**src/rtl/fetch_pkg.sv**
```systemverilog
// fetch_pkg: shared types and constants for the instruction fetch stage.
//   fetch_state_e : fetch sequencer state (BOOT, RUN, HALT)
//   FETCH_DEPTH   : entries in the fetch buffer queue
//   INSTR_BYTES   : bytes per instruction word (PC increment)
package fetch_pkg;

    typedef enum logic [1:0] {
        BOOT = 2'd0,
        RUN  = 2'd1,
        HALT = 2'd2
    } fetch_state_e;

    localparam int unsigned FETCH_DEPTH = 2;
    localparam int unsigned INSTR_BYTES = 4;

endpackage : fetch_pkg

```
**src/rtl/fetch_fifo.sv**
```systemverilog
// fetch_fifo: 2-entry {pc, instr} queue between instruction memory and decode.
// Ports:
//   clk, rst          : clock, synchronous active-high reset
//   push, push_pc,
//   push_instr        : enqueue one fetched word with its PC
//   pop               : dequeue the head (ignored when empty)
//   flush             : discard all entries; wins over push and pop
//   count             : number of valid entries (0..2)
//   head_pc,
//   head_instr        : head entry contents (meaningful only when count != 0)
// The producer guarantees push never occurs while full without a pop.
module fetch_fifo
    import fetch_pkg::*;
#(
    parameter int unsigned DATA_WIDTH = 32,
    parameter int unsigned ADDR_WIDTH = 32
) (
    input  logic                  clk,
    input  logic                  rst,
    input  logic                  push,
    input  logic [ADDR_WIDTH-1:0] push_pc,
    input  logic [DATA_WIDTH-1:0] push_instr,
    input  logic                  pop,
    input  logic                  flush,
    output logic [1:0]            count,
    output logic [ADDR_WIDTH-1:0] head_pc,
    output logic [DATA_WIDTH-1:0] head_instr
);

    logic [ADDR_WIDTH-1:0] pc_q    [FETCH_DEPTH];
    logic [ADDR_WIDTH-1:0] pc_d    [FETCH_DEPTH];
    logic [DATA_WIDTH-1:0] instr_q [FETCH_DEPTH];
    logic [DATA_WIDTH-1:0] instr_d [FETCH_DEPTH];
    logic                  rd_ptr_q, rd_ptr_d;
    logic                  wr_ptr_q, wr_ptr_d;
    logic [1:0]            count_q, count_d;

    always_comb begin
        pc_d     = pc_q;
        instr_d  = instr_q;
        rd_ptr_d = rd_ptr_q;
        wr_ptr_d = wr_ptr_q;
        count_d  = count_q;
        if (flush) begin
            rd_ptr_d = 1'b0;
            wr_ptr_d = 1'b0;
            count_d  = '0;
        end else begin
            if (pop && (count_q != '0)) begin
                rd_ptr_d = ~rd_ptr_q;
                count_d  = count_d - 2'd1;
            end
            if (push) begin
                pc_d[wr_ptr_q]    = push_pc;
                instr_d[wr_ptr_q] = push_instr;
                wr_ptr_d          = ~wr_ptr_q;
                count_d           = count_d + 2'd1;
            end
        end
    end

    always_ff @(posedge clk) begin
        if (rst) begin
            for (int unsigned i = 0; i < FETCH_DEPTH; i++) begin
                pc_q[i]    <= '0;
                instr_q[i] <= '0;
            end
            rd_ptr_q <= 1'b0;
            wr_ptr_q <= 1'b0;
            count_q  <= '0;
        end else begin
            pc_q     <= pc_d;
            instr_q  <= instr_d;
            rd_ptr_q <= rd_ptr_d;
            wr_ptr_q <= wr_ptr_d;
            count_q  <= count_d;
        end
    end

    assign count      = count_q;
    assign head_pc    = pc_q[rd_ptr_q];
    assign head_instr = instr_q[rd_ptr_q];

endmodule : fetch_fifo

```
**src/rtl/fetch_unit.sv**
```systemverilog
// fetch_unit: instruction fetch stage. Owns the PC, issues word fetches to a
// synchronous 1-cycle-latency instruction memory, buffers returned words in a
// 2-entry queue and takes branch redirects (target = branch_pc + ImmOp).
// Ports:
//   clk, rst                     : clock, synchronous active-high reset
//   imem_en, imem_addr           : fetch request / word-aligned address
//   imem_rdata                   : word for the address issued last cycle
//   instr, instr_pc, instr_valid : queue head to decode (zero when invalid)
//   instr_ready                  : decode consumes the head this cycle
//   PCsrc, branch_pc, ImmOp      : redirect pulse, branch PC, sign-extended offset
//   misalign                     : sticky misaligned-target flag
// Build option FETCH_MISALIGN_TRAP_EN: a redirect to a non-word-aligned target
// halts fetch and sets misalign until reset. Without it the low target bits
// are cleared and misalign is tied low.
module fetch_unit
    import fetch_pkg::*;
#(
    parameter int unsigned           DATA_WIDTH = 32,
    parameter int unsigned           ADDR_WIDTH = 32,
    parameter logic [ADDR_WIDTH-1:0] RESET_PC   = '0
) (
    input  logic                  clk,
    input  logic                  rst,
    output logic                  imem_en,
    output logic [ADDR_WIDTH-1:0] imem_addr,
    input  logic [DATA_WIDTH-1:0] imem_rdata,
    output logic [DATA_WIDTH-1:0] instr,
    output logic [ADDR_WIDTH-1:0] instr_pc,
    output logic                  instr_valid,
    input  logic                  instr_ready,
    input  logic                  PCsrc,
    input  logic [ADDR_WIDTH-1:0] branch_pc,
    input  logic [DATA_WIDTH-1:0] ImmOp,
    output logic                  misalign
);

    fetch_state_e          state_q, state_d;
    logic [ADDR_WIDTH-1:0] fetch_pc_q, fetch_pc_d;
    // inflight_q: a live (not killed) request was issued last cycle, so
    // imem_rdata this cycle belongs to inflight_pc_q.
    logic                  inflight_q, inflight_d;
    logic [ADDR_WIDTH-1:0] inflight_pc_q, inflight_pc_d;

    logic [1:0]            fifo_count;
    logic [ADDR_WIDTH-1:0] head_pc;
    logic [DATA_WIDTH-1:0] head_instr;
    logic                  fifo_push;
    logic                  fifo_flush;
    logic                  pop;
    logic                  active;
    logic                  redirect;
    logic [2:0]            occupancy;
    logic [ADDR_WIDTH-1:0] target;

    assign instr_valid = (fifo_count != '0);
    assign instr       = instr_valid ? head_instr : '0;
    assign instr_pc    = instr_valid ? head_pc    : '0;
    assign pop         = instr_valid & instr_ready;

    assign active    = (state_q != HALT);
    assign redirect  = PCsrc & active;
    assign target    = branch_pc + ImmOp[ADDR_WIDTH-1:0];

    // Slots already committed (buffered + returning) minus the one leaving
    // this cycle must leave room for one more word.
    assign occupancy = {1'b0, fifo_count} + {2'b00, inflight_q};
    assign imem_en   = !rst && active && (occupancy < (3'd2 + {2'b00, pop}));
    assign imem_addr = fetch_pc_q;

`ifdef FETCH_MISALIGN_TRAP_EN
    logic misalign_q, misalign_d;
    assign misalign = misalign_q;
`else
    assign misalign = 1'b0;
`endif

    // A request issued in the redirect cycle is never marked in flight, so
    // its response is dropped just like the one already returning.
    always_comb begin
        state_d       = state_q;
        fetch_pc_d    = fetch_pc_q;
        inflight_d    = 1'b0;
        inflight_pc_d = inflight_pc_q;
        fifo_push     = inflight_q;
        fifo_flush    = 1'b0;
`ifdef FETCH_MISALIGN_TRAP_EN
        misalign_d    = misalign_q;
`endif
        if (state_q == BOOT) begin
            state_d = RUN;
        end
        if (redirect) begin
            fifo_flush = 1'b1;
            fifo_push  = 1'b0;
`ifdef FETCH_MISALIGN_TRAP_EN
            if (target[1:0] != 2'b00) begin
                state_d    = HALT;
                misalign_d = 1'b1;
            end else begin
                fetch_pc_d = target;
            end
`else
            fetch_pc_d = target & ~ADDR_WIDTH'(INSTR_BYTES - 1);
`endif
        end else if (imem_en) begin
            inflight_d    = 1'b1;
            inflight_pc_d = fetch_pc_q;
            fetch_pc_d    = fetch_pc_q + ADDR_WIDTH'(INSTR_BYTES);
        end
    end

    always_ff @(posedge clk) begin
        if (rst) begin
            state_q       <= BOOT;
            fetch_pc_q    <= RESET_PC;
            inflight_q    <= 1'b0;
            inflight_pc_q <= '0;
`ifdef FETCH_MISALIGN_TRAP_EN
            misalign_q    <= 1'b0;
`endif
        end else begin
            state_q       <= state_d;
            fetch_pc_q    <= fetch_pc_d;
            inflight_q    <= inflight_d;
            inflight_pc_q <= inflight_pc_d;
`ifdef FETCH_MISALIGN_TRAP_EN
            misalign_q    <= misalign_d;
`endif
        end
    end

    fetch_fifo #(
        .DATA_WIDTH(DATA_WIDTH),
        .ADDR_WIDTH(ADDR_WIDTH)
    ) u_fifo (
        .clk       (clk),
        .rst       (rst),
        .push      (fifo_push),
        .push_pc   (inflight_pc_q),
        .push_instr(imem_rdata),
        .pop       (pop),
        .flush     (fifo_flush),
        .count     (fifo_count),
        .head_pc   (head_pc),
        .head_instr(head_instr)
    );

endmodule : fetch_unit

```
**config.mk**
```make
export PLATFORM = sky130hd
export DESIGN_NAME = fetch_unit
export DESIGN_NICKNAME = d
export VERILOG_FILES = /design/src/rtl/fetch_pkg.sv /design/src/rtl/fetch_fifo.sv /design/src/rtl/fetch_unit.sv
export SDC_FILE = /design/constraint.sdc
export NUM_CORES = 1
export LEC_CHECK = 0
export ABC_AREA = 0
export ABC_CLOCK_PERIOD_IN_PS = 7780
export CAP_MARGIN = 20
export CELL_PAD_IN_SITES_DETAIL_PLACEMENT = 2
export CELL_PAD_IN_SITES_GLOBAL_PLACEMENT = 2
export CORE_ASPECT_RATIO = 0.9
export CORE_UTILIZATION = 32
export DETAILED_ROUTE_END_ITERATION = 10
export GPL_TIMING_DRIVEN = 0
export MAX_ROUTING_LAYER = met4
export PLACE_DENSITY = 0.91
export SLEW_MARGIN = 20
export SYNTH_ARGS = -nofsm -noshare
export SYNTH_HDL_FRONTEND = slang
export SYNTH_SLANG_ARGS = --single-unit
```
**constraint.sdc**
```tcl
create_clock -name clk -period 7.78 [get_ports clk]
set_input_delay 1.556 -clock clk [delete_from_list [all_inputs] [get_ports clk]]
set_output_delay 1.556 -clock clk [all_outputs]
set_load 0.02 [all_outputs]
```
### Word level (Yosys, flattened, before mapping)

Cells that the tools add are included.

* add/subtract/negate cells: 6
* magnitude comparators: 4
* mux-type cells: 20
* bitwise logic cells: 7
* reduce and logical (&&, ||, !) cells: 10

Operator list (count)
* 32-bit two-way mux: 11
* 64-bit bitwise mux: 2
* 32-bit by 3-bit adder with 32-bit output, second input constant: 1
* 32-bit adder: 1
* 32-bit demux with 1-bit select: 1
* 2-bit two-way mux: 3
* 2-bit >= comparator, second input constant: 2
* 1-bit inverter: 4
* 1-bit inverter with 2-bit output: 2
* 2-bit AND reduction: 2
* 2-bit nonzero test: 2
* 2-bit OR reduction: 2
* 2-bit by 1-bit adder with 3-bit output: 1
* 2-bit by 1-bit adder with 3-bit output, first input constant: 1
* 1-bit logical AND: 3
* 3-bit less-than comparator: 1
* 1-bit two-way mux: 3
* 2-bit by 1-bit adder with 2-bit output, second input constant: 1
* 2-bit by 1-bit less-than comparator with 1-bit output, second input constant: 1
* 2-bit by 1-bit subtractor with 2-bit output, second input constant: 1
* 1-bit AND: 1
* 1-bit logical NOT: 1

* bits in registers: 197
* output and inout port bits: 99
* word-level logic and storage cells: 58

### Depth between registers and ports, before layout

* depth in word-level cells: 7
* mapped depth: 11
* depth with buffers taken out: 10

### Hierarchy

From an unflattened synthesis, not the netlist that was laid out.

* cell total of the unflattened synthesis: 1289
* area total of the unflattened synthesis: 10218.6 µm²

Modules (own cells, without submodules)
* fetch_fifo: times used 1, cells each 653, area an instance 5440.2 µm²
* fetch_unit: times used 1, cells each 636, area an instance 4778.3 µm²

### Worst setup path after synthesis

No wires, ideal clock.

* path kind: input-to-output
* start: input instr_ready
* end: output imem_en
* data arrival time: 2.509 ns
* slack: 3.715 ns
* stages: 2
* path buffers: 0
* cells stage by stage: or3b_4 a211oi_4

* longest elaborated chain between the ends: 4

Ends and longest elaborated chain
* start: declaration: RTL line fetch_unit.sv:30 `input logic instr_ready,`
* 1-bit AND: RTL line fetch_unit.sv:58 `assign pop = instr_valid & instr_ready;`
* 2-bit by 1-bit adder with 3-bit output: RTL line fetch_unit.sv:67 `assign imem_en = !rst && active && (occupancy < (3'd2 + {2'b00, pop}));`
* 3-bit less-than comparator: RTL line fetch_unit.sv:67
* 1-bit logical AND: RTL line fetch_unit.sv:67
* end: declaration: RTL line fetch_unit.sv:24 `output logic imem_en,`

Every way passes these cells.

### Final worst setup path

Same ends and word-level chain as after synthesis.

==> impl_metrics.ini <==
[outcome]
status = finished clean

[placed_design]
io_buffers = 193
gp_congestion = 0.798
dpl.cell_count = 1840
dp_hpwl_um = 27400

[global_routing]
grt_pass1_wl_um = 60000
grt_overflow = 0
grt_max_degree = 17
antenna_found_initial = 2
grt_pass1_vias = 10820
grtUsageTotal_pct = 25.7

[drt]
initialDrtViolationCount = 437
post_drt_wl_per_cell_um = 20.0
drtAntennaViolNets = 0
drt_wl_total_um = 37500
routed_via_density = 5.14
drt_pass1_iterations = 4
vias = 9637
drcViolationCount = 0

[synthesis]
yosys.area_share.simple_pct = 23.6
synth_common_cells = nand2_1 (311), dfxtp_1 (189), a21oi_1 (162), nor2_1 (121), clkbuf_1 (71)
yosys-mux-area-fraction_pct = 6.75
seq_area_frac_synth_pct = 39.3
synth.top_cells.by_area = dfxtp_1 (39%), nand2_1 (12%), a21oi_1 (8.4%)
synth_cell_types = 63
synth-compound-area-share_pct = 16.9
netlist_area_um2 = 9630
async_reset_ff_share_pct = 0
synth_edf_count = 0
synthCells = 1247
synth-warning-count = 0
synth_fa_ha_area_share_pct = 4.42
yosys.area.top_type_share_pct = 39.3
synth_area_per_cell_um2 = 7.72
yosysTopAreaCell = dfxtp_1
ys_seq_elements = 189
synth_ff_type = dfxtp_1
synth_most_common_cell = nand2_1
synth_top_family_by_area = simple AND/OR/NAND/NOR gates
synth_xor_area_share_pct = 4.91

[sta]
rsz0062_at_grt = no
worst_slew_pin_slew_ns = 0.834
skew_ns = 0.0100
finalCriticalPeriod_ns = 5.50
setup_violations = 0
slew_viol_final = 0
fmax_mhz = 182
hold_viol_final = 0
slew_headroom_pct = 44.4
finalSetupTns_ns = 0
period_share_pct = 70.8

[clocking]
cts_buffers = 17
clock-sinks = 189
clock-root-buffer = clkbuf_16
hold_buffers = 0
post_cts_resized = 0
cts_tree = built
h-tree-depth = 4
cts_buffer_depth = 2
clk_latency_ns = 0.44
clkTransAtPathRegs_ns = 0.07
cts_setup_buffers = 0

[die]
core_area_um2 = 29200
dieArea_um2 = 30800
initial_core_util_pct = 33.0
die_x_um = 185
die_height_um = 167
io_pins = 199
num_rows = 59

[worst_setup_path]
cp.required_ns = 6.22
start_kind = input pin
cp-end-kind = output pin
criticalPathCategory = input pin to output pin
arrival_ns = 3.95
path_max_fanout = 10

[power_and_ir_drop]
ir_worst_vdd_uv = 123
power_density_nw_per_um2 = 189
p_leak_uw = 0.00425

[layout]
area_delta_synth_final_pct = 31.6
drive_above_1_share_pct = 3.93
stdcell_count = 1874
fin_nets = 1597

[min_path]
hold_path_class = flop to flop

[run]
maxCapViolCount = 0
-- worst max-delay path, cell delays in order --
cell and delay [ns]:
clkdlybuf4s50_1 0.57, or3b_4 0.43, a211oi_4 0.62, clkdlybuf4s50_1 0.76
-- cell families (layout without fill, tap and decap cells) --
family,after synthesis,in the layout
simple gates,528,528
compound gates,279,279
flops,189,189
buf+inv,97,322
mux,65,65
xor+xnor,54,54
fa+ha+maj,34,34
other cells,1,7
-- power by group --
| group | switching [uW] | internal, uW | total [uW] |
|---|---|---|---|
| clock | 404 | 524 | 928 |
| sequential | 47.0 | 1000 | 1050 |
| combinational | 236 | 181 | 418 |
| total | 687 | 1710 | 2400 |
-- cells in the final DEF (no fill, tap or decap), types with 17 or more instances in the layout --
cell type and count:
ha_1 34, clkbuf_16 17, a21oi_1 162, dfxtp_1 189
xnor2_1 35, clkbuf_1 74, clkdlybuf4s50_1 193, nor2_1 121
nand2b_1 32, o21ai_0 43, mux2i_1 65, nand2_1 311
xor2_1 19
-- sequential cells by signal (all words and copies together) (netlist names) --
register	cells
imem_addr	30
inflight_q	1
inflight_pc_q	30
u_fifo.count	2
u_fifo.rd_ptr_q	1
u_fifo.pc_q	60
u_fifo.instr_q	64
u_fifo.wr_ptr_q	1
-- metal layers --
| metal | up-vias | routed length [um] | GRT usage (%) |
|---|---|---|---|
| met5 | - | 0 | - |
| met4 | 0 | 583 | 6.79 |
| met3 | 43 | 1600 | 4.22 |
| met2 | 219 | 19300 | 45.6 |
| met1 | 4746 | 16000 | 29.5 |
| li1 | 4629 | - | - |
-- layout make-up --
type	count	area, um2
flip-flops and latches	189	3780
multi-input cells	965	5470
well taps	396	495
clock buffers	22	464
diodes	2	5.00
fillers	3338	16600
repair buffers	193	1930
clock inverters	10	136
plain buffers	84	349
inverters	13	48.8
-- per-stage QoR --
stage          instance area [um2]  setup WS [ns]  hold slack [ns]  total power (uW)  util (%)
3_5_place_dp                 12100           2.35            0.451              1480      41.3
2_1_floorplan                 9650           3.72            0.436              1290         -
4_1_cts                      12700           2.28            0.462              2410      43.4
6_report                     12700           2.28            0.460              2400      43.4
3_3_place_gp                 12100           2.35            0.440              1460      41.3
5_1_grt                      12700           2.24            0.488              2480      43.4
-- worst paths after layout --
kind                                                   from                        endpoint  slack [ns]  cells after the start
worst max-delay path                            instr_ready                         imem_en        2.28                      4
worst min-delay path            u_fifo.pc_q[2]$_SDFFE_PP0P_     u_fifo.pc_q[2]$_SDFFE_PP0P_        0.46                      2
worst max register to register   u_fifo.count[0]$_SDFF_PP0_  inflight_pc_q[25]$_SDFFE_PP0P_        4.61                      9
worst min register to register  u_fifo.pc_q[2]$_SDFFE_PP0P_     u_fifo.pc_q[2]$_SDFFE_PP0P_        0.46                      2
Note: power is estimated with default switching activity, not from simulation.
